<file path="config.mk">
export PLATFORM = sky130hd
export DESIGN_NAME = amplitude_rng_flat
export DESIGN_NICKNAME = d
export VERILOG_FILES = /design/src/rtl/amplitude_rng_pkg.sv /design/src/rtl/amplitude_rng_if.sv /design/src/rtl/amplitude_rng_lfsr16.sv /design/src/rtl/amplitude_rng.sv /design/src/flat_wrapper.sv
export SDC_FILE = /design/constraint.sdc
export NUM_CORES = 1
export LEC_CHECK = 0
export CAP_MARGIN = 5
export CORE_MARGIN = 4
export CORE_UTILIZATION = 45
export CTS_CLUSTER_SIZE = 8
export DETAILED_ROUTE_END_ITERATION = 10
export PLACE_DENSITY_LB_ADDON = 0.25
export SLEW_MARGIN = 15
export SYNTH_ARGS = -nofsm -noshare
export SYNTH_HDL_FRONTEND = slang
export SYNTH_SLANG_ARGS = --single-unit
</file>
<file path="constraint.sdc">
create_clock -name clk -period 9.15 [get_ports clk]
set_input_delay 1.83 -clock clk [delete_from_list [all_inputs] [get_ports clk]]
set_output_delay 1.83 -clock clk [all_outputs]
set_load 0.03 [all_outputs]
</file>
<file path="src/rtl/amplitude_rng_pkg.sv">
// Shared constants, FSM state type and LFSR step helper for the amplitude generator.
// No timing of its own; consumed by amplitude_rng and its LFSR.
// No flow control.
package amplitude_rng_pkg;

  // Obstacle horizontal speed; amplitudes are quantised to the same step.
  localparam logic [9:0]  OBSTACLE_X_SPEED = 10'd5;

  localparam logic [15:0] SEED_DEF      = 16'hACE1;
  localparam logic [9:0]  AMP_MAX_DEF   = 10'd150;
  localparam logic [9:0]  AMP_STEP_DEF  = OBSTACLE_X_SPEED;
  localparam logic [9:0]  MIN_DELTA_DEF = 10'd20;
  localparam logic [1:0]  MAX_RETRY_DEF = 2'd3;
  localparam logic [15:0] LFSR_MASK     = 16'hB400;

  typedef enum logic [2:0] {
    ST_IDLE   = 3'd0,
    ST_SAMPLE = 3'd1,
    ST_REDUCE = 3'd2,
    ST_QUANT  = 3'd3,
    ST_CHECK  = 3'd4,
    ST_COMMIT = 3'd5
  } state_e;

  // One right shift of the Galois LFSR; the mask is applied when bit 0 falls out.
  function automatic logic [15:0] lfsr_step(input logic [15:0] s);
    return s[0] ? ((s >> 1) ^ LFSR_MASK) : (s >> 1);
  endfunction

endpackage

</file>
<file path="src/rtl/amplitude_rng_if.sv">
// Request / result bundle between the obstacle controller and the amplitude generator.
// Pure wiring, no latency.
// No backpressure: new_req is a pulse, amp_valid a one-cycle strobe.
interface amplitude_rng_if;
  logic        new_req;
  logic        seed_load;
  logic [15:0] seed_in;
  logic [9:0]  y_amplitude_out;
  logic        amp_valid;
  logic        busy;

  modport master (
    output new_req, seed_load, seed_in,
    input  y_amplitude_out, amp_valid, busy
  );

  modport slave (
    input  new_req, seed_load, seed_in,
    output y_amplitude_out, amp_valid, busy
  );
endinterface

</file>
<file path="src/rtl/amplitude_rng_lfsr16.sv">
// Free-running 16-bit Galois LFSR with synchronous seed load and zero-seed guard.
// Latency: a load or shift is visible the cycle after the clock edge.
// Never stalls; seed_load simply overrides the shift for one cycle.
module amplitude_rng_lfsr16
  import amplitude_rng_pkg::*;
#(
  parameter logic [15:0] SEED = SEED_DEF
) (
  input  logic        clk,
  input  logic        rst,
  input  logic        load,
  input  logic [15:0] seed_in,
  output logic [15:0] state_out
);

  logic [15:0] state_q;
  logic [15:0] state_d;

  // Next state: load wins over shift; an all-zero seed would lock up, so fall back to SEED.
  always_comb begin
    state_d = lfsr_step(state_q);
    if (load) begin
      state_d = (seed_in == 16'h0000) ? SEED : seed_in;
    end
  end

  // State register with synchronous reset to the fixed seed.
  always_ff @(posedge clk) begin
    if (rst) begin
      state_q <= SEED;
    end else begin
      state_q <= state_d;
    end
  end

  assign state_out = state_q;

endmodule

</file>
<file path="src/rtl/amplitude_rng.sv">
// Produces a random, step-quantised obstacle arc amplitude on request, avoiding repeats.
// Latency: 5 clks minimum, bounded by 4 attempts of sample/reduce/quantise/check plus commit.
// Requests arriving while busy are dropped; the output holds until the next commit.
module amplitude_rng
  import amplitude_rng_pkg::*;
#(
  parameter logic [15:0] SEED      = SEED_DEF,
  parameter logic [9:0]  AMP_MAX   = AMP_MAX_DEF,
  parameter logic [9:0]  AMP_STEP  = AMP_STEP_DEF,
  parameter logic [9:0]  MIN_DELTA = MIN_DELTA_DEF,
  parameter logic [1:0]  MAX_RETRY = MAX_RETRY_DEF
) (
  input  logic            clk,
  input  logic            rst,
  amplitude_rng_if.slave  bus
);

  state_e      state_q, state_d;
  logic [9:0]  work_q, work_d;
  logic [9:0]  rem_q, rem_d;
  logic [9:0]  prev_q, prev_d;
  logic [9:0]  y_q, y_d;
  logic [1:0]  retry_q, retry_d;
  logic [15:0] lfsr_state;
  logic [10:0] diff;
  logic        lfsr_unused;

  amplitude_rng_lfsr16 #(.SEED(SEED)) u_lfsr (
    .clk       (clk),
    .rst       (rst),
    .load      (bus.seed_load),
    .seed_in   (bus.seed_in),
    .state_out (lfsr_state)
  );

  // Only the low 10 bits feed the sample; the rest just keep the sequence long.
  assign lfsr_unused = ^lfsr_state[15:10];

  // Distance to the previous amplitude, widened so it never wraps.
  always_comb begin
    if (work_q >= prev_q) begin
      diff = {1'b0, work_q} - {1'b0, prev_q};
    end else begin
      diff = {1'b0, prev_q} - {1'b0, work_q};
    end
  end

  // Next-state and datapath: sample, modular reduction, quantisation, distance check.
  always_comb begin
    state_d = state_q;
    work_d  = work_q;
    rem_d   = rem_q;
    prev_d  = prev_q;
    y_d     = y_q;
    retry_d = retry_q;
    case (state_q)
      ST_IDLE: begin
        if (bus.new_req) begin
          state_d = ST_SAMPLE;
        end
      end
      ST_SAMPLE: begin
        work_d  = lfsr_state[9:0];
        state_d = ST_REDUCE;
      end
      ST_REDUCE: begin
        if (work_q > AMP_MAX) begin
          work_d = work_q - (AMP_MAX + 10'd1);
        end else begin
          rem_d   = work_q;
          state_d = ST_QUANT;
        end
      end
      ST_QUANT: begin
        if (rem_q >= AMP_STEP) begin
          rem_d = rem_q - AMP_STEP;
        end else begin
          work_d  = work_q - rem_q;
          state_d = ST_CHECK;
        end
      end
      ST_CHECK: begin
        if ((diff < {1'b0, MIN_DELTA}) && (retry_q < MAX_RETRY)) begin
          retry_d = retry_q + 2'd1;
          state_d = ST_SAMPLE;
        end else begin
          // Load the result here so it is already on the output during the valid strobe.
          y_d     = work_q;
          prev_d  = work_q;
          state_d = ST_COMMIT;
        end
      end
      ST_COMMIT: begin
        retry_d = 2'd0;
        state_d = ST_IDLE;
      end
      default: begin
        state_d = ST_IDLE;
      end
    endcase
  end

  // State and datapath registers; reset abandons any request in flight.
  always_ff @(posedge clk) begin
    if (rst) begin
      state_q <= ST_IDLE;
      work_q  <= '0;
      rem_q   <= '0;
      prev_q  <= '0;
      y_q     <= '0;
      retry_q <= '0;
    end else begin
      state_q <= state_d;
      work_q  <= work_d;
      rem_q   <= rem_d;
      prev_q  <= prev_d;
      y_q     <= y_d;
      retry_q <= retry_d;
    end
  end

  assign bus.y_amplitude_out = y_q;
  assign bus.amp_valid       = (state_q == ST_COMMIT);
  assign bus.busy            = (state_q != ST_IDLE);

endmodule

</file>
<file path="src/flat_wrapper.sv">
// flat-port wrapper written by rule: the top's interface ports become plain ports
module amplitude_rng_flat import amplitude_rng_pkg::*;
#(
  parameter logic [15:0] SEED      = SEED_DEF,
  parameter logic [9:0]  AMP_MAX   = AMP_MAX_DEF,
  parameter logic [9:0]  AMP_STEP  = AMP_STEP_DEF,
  parameter logic [9:0]  MIN_DELTA = MIN_DELTA_DEF,
  parameter logic [1:0]  MAX_RETRY = MAX_RETRY_DEF
)
  (clk, rst, bus_new_req, bus_seed_load, bus_seed_in, bus_y_amplitude_out, bus_amp_valid, bus_busy);
  amplitude_rng_if bus_i ();
  input  logic clk;
  input  logic rst;
  input wire logic [$bits(bus_i.new_req)-1:0] bus_new_req;
  input wire logic [$bits(bus_i.seed_load)-1:0] bus_seed_load;
  input wire logic [$bits(bus_i.seed_in)-1:0] bus_seed_in;
  output wire logic [$bits(bus_i.y_amplitude_out)-1:0] bus_y_amplitude_out;
  output wire logic [$bits(bus_i.amp_valid)-1:0] bus_amp_valid;
  output wire logic [$bits(bus_i.busy)-1:0] bus_busy;
  assign bus_i.new_req = bus_new_req;
  assign bus_i.seed_load = bus_seed_load;
  assign bus_i.seed_in = bus_seed_in;
  assign bus_y_amplitude_out = bus_i.y_amplitude_out;
  assign bus_amp_valid = bus_i.amp_valid;
  assign bus_busy = bus_i.busy;
  amplitude_rng #(.SEED(SEED), .AMP_MAX(AMP_MAX), .AMP_STEP(AMP_STEP), .MIN_DELTA(MIN_DELTA), .MAX_RETRY(MAX_RETRY)) u_core (.clk(clk), .rst(rst), .bus(bus_i));
endmodule
</file>
## After elaboration in Yosys (flattened, before gate mapping)

Cells that the tools add are included.

- Register bits after elaboration: 51
- Latch bits: 0
- Memory bits (writable): 0
- ROM bits: 0
- Input port bits: 20
- Logic and storage cells: 59
- Memories kept: 0

- $add $sub $neg: 6
- Multipliers: 0
- Div/mod/pow operators: 0
- Magnitude comparators: 5
- Equal/unequal tests: 11
- Shifts and indexed selects: 0
- Mux-type cells: 17
- Bitwise logic cells: 2
- Reductions and logical operators: 12

Operators with widths:

| cell | number |
|---|---|
| $mux W16 | 3 |
| $mux W10 | 4 |
| $pmux W10 S3 | 1 |
| $sub A10 B10 Y11 | 2 |
| $pmux W10 S2 | 1 |
| $logic_not A16 Y1 | 1 |
| $pmux W3 S5 | 1 |
| $mux W3 | 4 |
| $lt A11 B5 Y1 const B | 1 |
| $mux W11 | 1 |
| $ge A10 B10 Y1 | 1 |
| $ge A10 B3 Y1 const B | 1 |
| $gt A10 B8 Y1 const B | 1 |
| $sub A10 B10 Y10 | 1 |
| $sub A10 B3 Y10 const B | 1 |
| $sub A10 B8 Y10 const B | 1 |
| $reduce_and A3 Y1 | 3 |
| $eq A3 B2 Y1 const B | 2 |
| $eq A3 B3 Y1 const B | 2 |
| $ne A2 B1 Y1 const B | 3 |
| $ne A2 B2 Y1 const B | 3 |
| $reduce_bool A3 Y1 | 2 |
| $not A3 Y4 | 1 |
| $pmux W2 S2 | 1 |
| other kinds (9) | 11 |

## Longest topological paths before layout

- Depth in word-level cells: 6
- Mapped depth: 18
- Depth with buffers taken out: 14

## By module

From an unflattened synthesis, not the netlist that was laid out.

- Cells, all modules: 470
- Area, all modules: 3814.9 um^2

By module, submodules not included:

| module | times used | cells each | area each (um^2) | seq. area each (um^2) |
|---|---|---|---|---|
| amplitude_rng | 1 | 417 | 3204.3 | 700.7 |
| amplitude_rng_lfsr16 | 1 | 53 | 610.6 | 320.3 |

## Least setup slack after synthesis

No wires, ideal clock.

- Kind: register -> register
- Start: register u_core.state_q[2]
- End: register u_core.work_q[8]
- Setup time: 0.091 ns
- Arrival: 3.275 ns
- Required time: 9.059 ns
- Path slack: 5.784 ns
- Cell stages (with the launch flop): 19
- Buffers on the path: 4
- Cells stage by stage: dfxtp_1 -> clkbuf_1 -> nor2b_1 -> clkbuf_1 -> and2_1 -> clkbuf_1 -> clkbuf_1 -> nand2_1 -> ha_1 -> inv_1 -> fa_1 -> a21o_1 -> a21oi_1 -> o21bai_1 -> a2111oi_0 -> or3_1 -> xnor2_1 -> nand2_1 -> a311oi_1

- Word-level cells in the longest chain between the ends: 3
- Elaborated cells on any way between the ends: 8
- Classes of those cells: eq/ne (5); mux (1); reduce/logical (2)

Ends and longest elaborated chain:

| what | line | RTL |
|---|---|---|
| start: declaration | amplitude_rng.sv:18 | `state_e state_q, state_d;` |
| start signal: assignment | amplitude_rng.sv:113 | `state_q <= state_d;` |
| $eq A3 B2 Y1 or $eq A3 B1 Y1 (tied branches) | amplitude_rng.sv:56 | `case (state_q)` |
| $ne A2 B2 Y1 (no line) (tied with other cells) | - |  |
| $reduce_and A3 Y1 (no line) | - |  |
| end signal: assignment | amplitude_rng.sv:114 | `work_q <= work_d;` |
| end: declaration | amplitude_rng.sv:19 | `logic [9:0] work_q, work_d;` |

Several ways; a longest one is shown, not always the timed one.
A chain may end at the register's enable or synchronous reset.

## Worst setup path after layout

- Start: register u_core.state_q[2]
- End: output port bus_amp_valid

- Word-level cells in the longest chain between the ends: 1

Ends and longest elaborated chain:

| what | line | RTL |
|---|---|---|
| $eq A3 B3 Y1 | amplitude_rng.sv:123 | `assign bus.amp_valid = (state_q == ST_COMMIT);` |
| end: declaration | flat_wrapper.sv:18 | `output wire logic [$bits(bus_i.amp_valid)-1:0] bus_amp_valid;` |

Every way passes these cells.

==> key figures <==
Run status
  – Status: finished, final reports clean

Route
  – TritonRoute pass-1 iters: 5
  – Vias/cell: 5.98
  – Post-DR wirelength/cell: 15.4 µm
  – Residual DRC: 0
  – Vias: 3664
  – Antenna Nets Post-Route: 0
  – Routed WL: 9450 µm
  – Initial DRC count: 211

Logic synthesis
  – Synth area leader: dfxtp_1
  – Ys Warns: 0
  – Mean Syn Cell Area: 7.63 µm²
  – Commonest cells in the synthesized netlist: 51 x dfxtp_1, 50 x nor2_1, 40 x nand2_1
  – Largest cells by area after synthesis: dfxtp_1 27%, ha_1 11%, nor2_1 4.9%, o21ai_0 4.9%, a21oi_1 4.8%
  – #FFs+latches synth: 51
  – Post-synth EDFFs: 0
  – Top-count cell post-synth: dfxtp_1
  – Post-synth cell types: 61
  – Async SR Flop Fraction: 0%
  – Syn Inst Count: 497
  – Seq/Total Area, Yosys: 26.9%
  – Ys flop type: dfxtp_1
  – Synth Cell Area: 3790 µm²
  – Synth top area share: 26.9%
  – Syn nets: 550

Timing
  – Crit share post-route: 39.2%
  – RSZ-0062 raised after global routing: false
  – Slew Limit Fails: 0
  – Final setup violation count: 0
  – Final Hold Violating Endpoints: 0
  – Slew HR: 35.2%
  – Max Clock Skew: 0.0108 ns
  – Least-Margin Pin Slew: 0.948 ns
  – Hold slack: 0.480 ns
  – Fmax: 0.279 GHz
  – Tmin final: 3.59 ns
  – Setup TNS: 0 ns

Critical path
  – CP Max Fanout: 10
  – Critical path class: reg -> out
  – Worst Setup End Kind: output pin
  – CP arrival: 1.76 ns
  – R2r setup slk: 5.58 ns
  – Crit Reg-Reg Endpoint: u_core.prev_q[9]
  – CP startpoint kind: register
  – R2R depth: 10
  – Critical Path RT: 7.32 ns
  – Reg2reg start: u_core.prev_q[8]

Final layout
  – Ant diodes: 0
  – Fillcell total: 801
  – Register Area: 1020 µm²
  – Area growth syn-to-layout: 11.3%
  – Nets: 560
  – Area of the multi-input gates: 2520 µm²
  – Share of layout cells above drive strength 1: 3.54%

Flow run
  – Maxcap violations: 0

Place
  – PortBufs: 31
  – Final HPWL DP: 7190 µm
  – Final GP Congestion: 0.853

Clock network
  – Num CTS Buffers: 5
  – Worst skew pair latency: 0.31 ns
  – H-tree level count: 2
  – CTS tree: done
  – Post-CTS setup repair buffer count: 0
  – Post-cts sizing count: 0
  – CTS clk-pin slew, worst paths: 0.10 ns
  – Root Buffer: clkbuf_8
  – Hold buffers post-CTS: 0
  – CTS Buffer Depth: 2
  – Num Clock Sinks: 51

Global route
  – Initial antenna violation count: 0
  – Pin count of the biggest net entering global routing: 51
  – Total Routing Usage GR: 19.6%
  – GRT overflow: 0
  – First-pass GRT wire length: 16200 µm
  – Vias in the first global route: 3391

Hold path
  – Hold EP: u_core.u_lfsr.state_out[9]
  – Hold path cells: 2
  – Hold WC Path Type: reg -> reg
  – HP Start: u_core.u_lfsr.state_out[10]

Power and ir drop
  – Power, Total: 874 µW
  – Power Density: 207 nW/µm²
  – Worst vdd ir: 93.4 µV
  – Static Leak: 1.63 nW

Floorplan
  – Core area: 8220 µm²
  – I/O pin count: 32
  – Die area: 9960 µm²
  – Die height: 99.8 µm
  – Die W: 99.8 µm
  – Core Rows: 33
  – Starting Density: 46.2%
-- area by class of cell --
cell class                 count  share of cell area [%]
inverter                      32                    2.84
tap                          105                    3.11
clock inverter                 2                   0.385
clock buffer                   6                    1.96
sequential                    51                    24.2
multi-input combinational    383                    59.6
timing repair buffer          34                    7.88
-- where the power goes --
group	internal, mW	switching [mW]	total, mW
logic	0.187	0.260	0.447
clock network	0.0619	0.0770	0.139
registers	0.246	0.0409	0.287
-- per-stage QoR --
stage | cells | worst slack (ns) | cell area [µm²] | util, %
2_1_floorplan | 497 | 5.78 | 3790 | -
3_3_place_gp | 605 | 5.59 | 4120 | 50.2
3_5_place_dp | 605 | 5.55 | 4120 | 50.2
4_1_cts | 613 | 5.54 | 4220 | 51.4
5_1_grt | 613 | 5.10 | 4220 | 51.4
6_report | 613 | 5.56 | 4220 | 51.4
-- critical path, cell delays in order (launching register included) --
cell,delay (ns)
dfxtp_1,0.53
and3b_1,0.24
clkdlybuf4s50_1,0.68
-- state kept, by name, summed over array words and instances (netlist names) --
register                 cells
u_core.u_lfsr.state_out     16
u_core.prev_q               10
u_core.rem_q                10
u_core.work_q               10
u_core.state_q               3
u_core.retry_q               2
-- layer usage --
layer,wire length [µm],track usage (%),vias to the layer above
met3,353,2.22,12
met2,4730,33.9,78
met4,167,6.41,0
li1,-,-,1817
met5,0,0,-
met1,4200,25.4,1757
-- placed cells by master (no fill, tap or decap), types with 5 or more instances in the layout --
master,count
a22oi_1,5
o22ai_1,11
nand2b_1,13
o21ai_0,37
clkbuf_8,6
nor2_1,50
mux2i_1,13
nor3_1,8
xnor2_1,9
a211oi_1,11
a21oi_1,36
dfxtp_1,51
inv_1,32
ha_1,32
clkdlybuf4s50_1,31
nand2_1,40
or3_1,10
nor2b_1,5
a311oi_1,8
nand3_1,16
-- logic make-up after synthesis --
logic type               share of synthesized area [%]
AO/OA/AOI/OAI                                     27.3
buffers and inverters                             6.80
XOR/XNOR                                          2.77
flip-flops                                        26.9
multiplexers                                      3.43
adder cells (fa/ha/maj)                           11.1
AND/OR/NAND/NOR                                   21.7
-- how the worst max path moves through the flow --
stage | cells past startpoint | slack [ns] | startpoint | endpoint
global placement | 4 | 5.59 | bus_seed_load | u_core.u_lfsr.state_out[13]
global route | 12 | 5.10 | u_core.state_q[1] | u_core.work_q[8]
CTS | 12 | 5.54 | u_core.state_q[1] | u_core.work_q[9]
finish | 2 | 5.56 | u_core.state_q[2] | bus_amp_valid
floorplan | 18 | 5.78 | u_core.state_q[2] | u_core.work_q[8]
detailed placement | 4 | 5.55 | bus_seed_load | u_core.u_lfsr.state_out[13]
Note: power is estimated with default switching activity, not from simulation.
